$ cat config.mk
export PLATFORM = sky130hd
export DESIGN_NAME = dnu_wr_scheduler
export DESIGN_NICKNAME = d
export VERILOG_FILES = /design/src/rtl/dnu_wr_scheduler.sv
export SDC_FILE = /design/constraint.sdc
export NUM_CORES = 1
export LEC_CHECK = 0
export ABC_AREA = 1
export BUFFER_PORTS_ARGS = -buffer_cell sky130_fd_sc_hd__buf_2
export CAP_MARGIN = 20
export CORE_MARGIN = 3
export CORE_UTILIZATION = 35
export DETAILED_ROUTE_END_ITERATION = 8
export GPL_TIMING_DRIVEN = 0
export PLACE_DENSITY_LB_ADDON = 0.05
export SYNTH_ARGS = -nofsm -noshare
export SYNTH_HDL_FRONTEND = slang
export SYNTH_SLANG_ARGS = --single-unit
$ cat constraint.sdc
create_clock -name write_clk -period 4.27 [get_ports write_clk]
set_clock_uncertainty 0.15 [all_clocks]
set_input_delay 0.854 -clock write_clk [delete_from_list [all_inputs] [get_ports write_clk]]
set_output_delay 0.854 -clock write_clk [all_outputs]
set_load 0.01 [all_outputs]
$ cat src/rtl/dnu_wr_scheduler.sv
// Grants the shared IB-ROM/RAM write port to one DNU unit at a time, sweeping all units once per iteration.
// Optional watchdog enabled by defining DNU_WR_SCHED_WDT_EN.
module dnu_wr_scheduler #(
   parameter int NUM_UNITS = 4,
   parameter int MAX_ITER  = 8,
   parameter int WDT_LIMIT = 255
) (
   input  logic                         write_clk,
   input  logic                         rstn,
   input  logic                         iter_start,
   input  logic                         decode_term,
   input  logic [2*NUM_UNITS-1:0]       unit_busy,
   output logic [NUM_UNITS-1:0]         unit_iter_rqst,
   output logic [NUM_UNITS-1:0]         unit_iter_term,
   output logic [$clog2(NUM_UNITS)-1:0] grant_idx,
   output logic [7:0]                   iter_cnt,
   output logic                         sched_busy,
   output logic                         done,
   output logic                         timeout_err
);

   localparam int            GW       = $clog2(NUM_UNITS);
   localparam logic [GW-1:0] LastUnit = GW'(NUM_UNITS - 1);
   localparam logic [7:0]    IterMax  = 8'(MAX_ITER);

   typedef enum logic [2:0] {
      IDLE,
      REQ,
      LOAD,
      RELEASE,
      ADVANCE,
      DONE
   } stateT;

   stateT         r_state;
   stateT         w_stateNext;
   logic [GW-1:0] r_grantIdx;
   logic [GW-1:0] w_grantNext;
   logic [7:0]    r_iterCnt;
   logic [7:0]    w_cntNext;
   logic [7:0]    w_cntInc;
   logic          r_termLatched;
   logic          w_termNext;
   logic [1:0]    w_grantBusy;
   logic          w_wdtExpired;

   // Only the granted unit's busy code is ever looked at.
   assign w_grantBusy = unit_busy[{r_grantIdx, 1'b0} +: 2];
   assign w_cntInc    = (r_iterCnt == 8'hFF) ? r_iterCnt : r_iterCnt + 8'd1;

`ifdef DNU_WR_SCHED_WDT_EN
   localparam int WW = $clog2(WDT_LIMIT + 1);

   logic [WW-1:0] r_wdtCnt;
   logic          r_timeoutErr;
   logic          w_wdtActive;

   assign w_wdtActive  = (r_state == REQ) || (r_state == LOAD) || (r_state == RELEASE);
   assign w_wdtExpired = w_wdtActive && (r_wdtCnt == WW'(WDT_LIMIT));

   // Each grant gets a fresh budget; the error flag stays set until reset.
   always_ff @(posedge write_clk or negedge rstn) begin
      if (!rstn) begin
         r_wdtCnt     <= '0;
         r_timeoutErr <= 1'b0;
      end else begin
         if ((w_stateNext == REQ) && (r_state != REQ)) begin
            r_wdtCnt <= '0;
         end else if (w_wdtActive && !w_wdtExpired) begin
            r_wdtCnt <= r_wdtCnt + WW'(1);
         end
         if (w_wdtExpired) begin
            r_timeoutErr <= 1'b1;
         end
      end
   end

   assign timeout_err = r_timeoutErr;
`else
   assign w_wdtExpired = 1'b0;
   assign timeout_err  = 1'b0;
`endif

   always_ff @(posedge write_clk or negedge rstn) begin
      if (!rstn) begin
         r_state       <= IDLE;
         r_grantIdx    <= '0;
         r_iterCnt     <= '0;
         r_termLatched <= 1'b0;
      end else begin
         r_state       <= w_stateNext;
         r_grantIdx    <= w_grantNext;
         r_iterCnt     <= w_cntNext;
         r_termLatched <= w_termNext;
      end
   end

   always_comb begin
      w_stateNext = r_state;
      w_grantNext = r_grantIdx;
      w_cntNext   = r_iterCnt;
      w_termNext  = r_termLatched;
      case (r_state)
         IDLE: begin
            if (iter_start) begin
               w_stateNext = REQ;
               w_grantNext = '0;
               w_cntNext   = '0;
               w_termNext  = 1'b0;
            end
         end
         REQ:     if (w_grantBusy == 2'b01) w_stateNext = LOAD;
         LOAD:    if (w_grantBusy == 2'b10) w_stateNext = RELEASE;
         RELEASE: if (w_grantBusy == 2'b00) w_stateNext = ADVANCE;
         ADVANCE: begin
            // An iteration completes only after the last unit has been served.
            if (r_grantIdx == LastUnit) begin
               w_grantNext = '0;
               w_cntNext   = w_cntInc;
               w_stateNext = ((w_cntInc == IterMax) || r_termLatched) ? DONE : REQ;
            end else if (r_termLatched) begin
               w_stateNext = DONE;
            end else begin
               w_grantNext = GW'(r_grantIdx + 1);
               w_stateNext = REQ;
            end
         end
         DONE:    w_stateNext = IDLE;
         default: w_stateNext = IDLE;
      endcase
      if (decode_term && (r_state != IDLE) && (r_state != DONE)) begin
         w_termNext = 1'b1;
      end
      if (w_wdtExpired) begin
         w_stateNext = DONE;
      end
   end

   always_comb begin
      unit_iter_rqst = '0;
      unit_iter_term = '0;
      if ((r_state == REQ) || (r_state == LOAD)) begin
         unit_iter_rqst[r_grantIdx] = 1'b1;
         unit_iter_term[r_grantIdx] = r_termLatched | decode_term;
      end
   end

   assign grant_idx  = r_grantIdx;
   assign iter_cnt   = r_iterCnt;
   assign sched_busy = (r_state != IDLE);
   assign done       = (r_state == DONE);

endmodule

==> run summary <==
Antenna Diode Count: 0
Worst r2r src: grant_idx[0]$_DFFE_PN0P_
Layout cell share with drive strength beyond 1: 26.2%
Int Power: 0.326 mW
Clock latency on the worst-skew pair: 0.28 ns
Sequential fraction of design power: 29.4%
Setup TNS: 0 ns
Synth cell types: 30
Max-slew violation count: 0
Worst path depth: 5
Initial Util: 38.7%
Core area: 0.00290 mm²
WL final: 2.60 mm
Num CTS Buffers: 3
Setup repair bufs after CTS: 0
Worst r2r path cells: 9
Switching part of the total power: 47.7%
CTS max path bufs: 2
DRT antenna net count: 0
Port Buffers: 31
Syn_nets: 184
WL/cell: 10.6 µm
Global-route wire length before repair: 4.53 mm
Leak Pwr: 0.761 nW
Crit-path max FO: 9
Rows: 19
CP startpoint: r_state[2]$_DFFE_PN0P_
# IOs: 33
Crit path launch type: register
Hold Fails Final Rpt: 0
Post-CTS sizing: 0
Vert. Die Dim: 62.6 µm
Total of warnings raised by yosys: 0
Final worst-path cycle share: 63.4%
DR iter-0 viols: 63
Synth Cell Area: 0.00112 mm²
Kind of end point of the critical path: output pin
FF+latch count, synth: 14
TritonRoute pass-1 iters: 4
Clk slew on worst S/H paths: 0.09 ns
Place WS: 1.82 ns
Logic pwr share: 55.0%
Power, Total: 0.623 mW
Setup slack after layout: 1.56 ns
Total GRT Usage: 14.0%
GPL Wtd Cong: 0.838
Drt drc: 0
Vias in the first global route: 1012
Worst path bufs/invs: 2
F_max: 0.369 GHz
Chip Width: 62.6 µm
Crit-path max cell delay: 0.45 ns
Final worst path period need: 2.71 ns
Hold WC Path Type: primary input to async pin
Status: complete, no violations
P_sw: 0.297 mW
Slowest CP cell: dfrtp_1
Area Growth Syn to Fin: 21.8%
Clock power share: 15.5%
Clk sinks: 14
Post-Syn Area per Cell: 6.71 µm²
Grt total ovfl: 0
Delay-heaviest family, CP: simple AND/OR/NAND/NOR gates
Total die area: 0.00392 mm²
Cells after synthesis: 167
Most frequent cells in the layout: 46 x nand2_1, 31 x buf_2, 23 x inv_1
Crit Path Class: register to output pin
Cells along the critical path: nor3_1 -> or2_2 -> clkinv_1 -> nor3_1 -> buf_2
Peak supply drop: 0.000425 V
Commonest non-fill, non-tap cell in the layout: nand2_1
Worst hold slack: 0.305 ns
Largest net degree at the start of global routing: 15
Cts-stage hold buffer count: 0
Max Cap Violations: 0
Final setup violation count: 0
CTS tree: done
CP dominant cell by count: nor3_1
Seq/Total Area, Yosys: 31.3%
# H-tree levels: 1
Initial antenna violation count: 0
Vias after detailed routing: 1147
DPL Wire Length: 2.16 mm
Critical Path AT: 1.71 ns
RSZ-0062 raised after global routing: false
WP data required: 3.27 ns
Power density over the cells: 456 mW/mm²
Post-layout nets: 220
Via density per instance: 4.70
Root buf cell: clkbuf_4
per-layer routing:
metal | vias to the layer above | GRT usage, % | share of wire, %
met5 | - | 0 | 0
met3 | 4 | 2.52 | 5.5
li1 | 607 | - | -
met4 | 0 | 4.13 | 1.0
met2 | 34 | 23.2 | 46
met1 | 502 | 18.4 | 47
metrics by stage:
stage          cells  util (%)  instance area [µm²]
3_5_place_dp     240      45.8                 1330
5_1_grt          244      47.1                 1370
6_report         244      47.1                 1370
2_1_floorplan    167         -                 1120
3_3_place_gp     240      45.8                 1330
4_1_cts          244      47.1                 1370
worst paths after layout:
path	to	slack, ns
max	unit_iter_term[2]	1.56
max in group asynchronous	iter_cnt[1]$_DFFE_PN0P_	3.41
min in group write_clk	iter_cnt[6]$_DFFE_PN0P_	0.43
min	r_termLatched$_DFFE_PN0P_	0.31
max reg2reg	r_state[2]$_DFFE_PN0P_	2.41
min reg2reg	iter_cnt[6]$_DFFE_PN0P_	0.43
cells in the mapped netlist, drive strengths merged:
library cell,number,area share (%)
a211o,1,0.78
nand4,4,2.2
inv,28,9.4
dfrtp,14,31
conb,1,0.33
nand3,16,7.1
clkinv,1,0.33
or2,1,0.56
a21oi,2,1.2
o21ai,10,5.8
o211ai,1,0.67
o31ai,1,0.67
nor3,8,3.6
nand2,47,16
o21bai,1,0.67
xor2,1,0.78
nor2,20,9.7
buf,2,1.7
ha,5,5.6
o22ai,3,1.7
power by group through the flow:
stage	Clock [mW]	Sequential, mW	Combinational [mW]
6_report	0.0967	0.183	0.343
3_5_place_dp	0	0.185	0.349
2_1_floorplan	0	0.181	0.262
5_1_grt	0.108	0.187	0.389
3_3_place_gp	0	0.185	0.339
4_1_cts	0.101	0.183	0.348
worst reg2reg max path, stage by stage, from the launching register on:
cell	delay [ns]
dfrtp_1	0.49
ha_1	0.37
inv_1	0.15
nor2_1	0.11
nand3_1	0.08
nor2_1	0.12
nand4_1	0.11
nand2_1	0.07
nand2_1	0.06
a21oi_2	0.11
registers in the layout, summed over array words and instances (netlist names):
name           cells
r_termLatched      1
iter_cnt           8
grant_idx          2
r_state            3
layout make-up:
class                      instances  area [µm²]
sequential                        14         350
tap                               42        52.6
fill                             324        1540
clock buffer                       4        36.3
multi-input combinational        122         643
timing repair buffer              31         155
buffer                             2        18.8
inverter                          29         109
logic make-up (layout without fill, tap and decap cells):
family,after synthesis,count (layout),share of synthesized area [%]
flip-flops,14,14,31.3
other,1,1,0.335
AO/OA/AOI/OAI,19,19,11.5
buffers and inverters,31,66,11.4
adder cells (fa/ha/maj),5,5,5.58
AND/OR/NAND/NOR,96,96,39.2
XOR/XNOR,1,1,0.781
(Power assumes the default switching activity.)
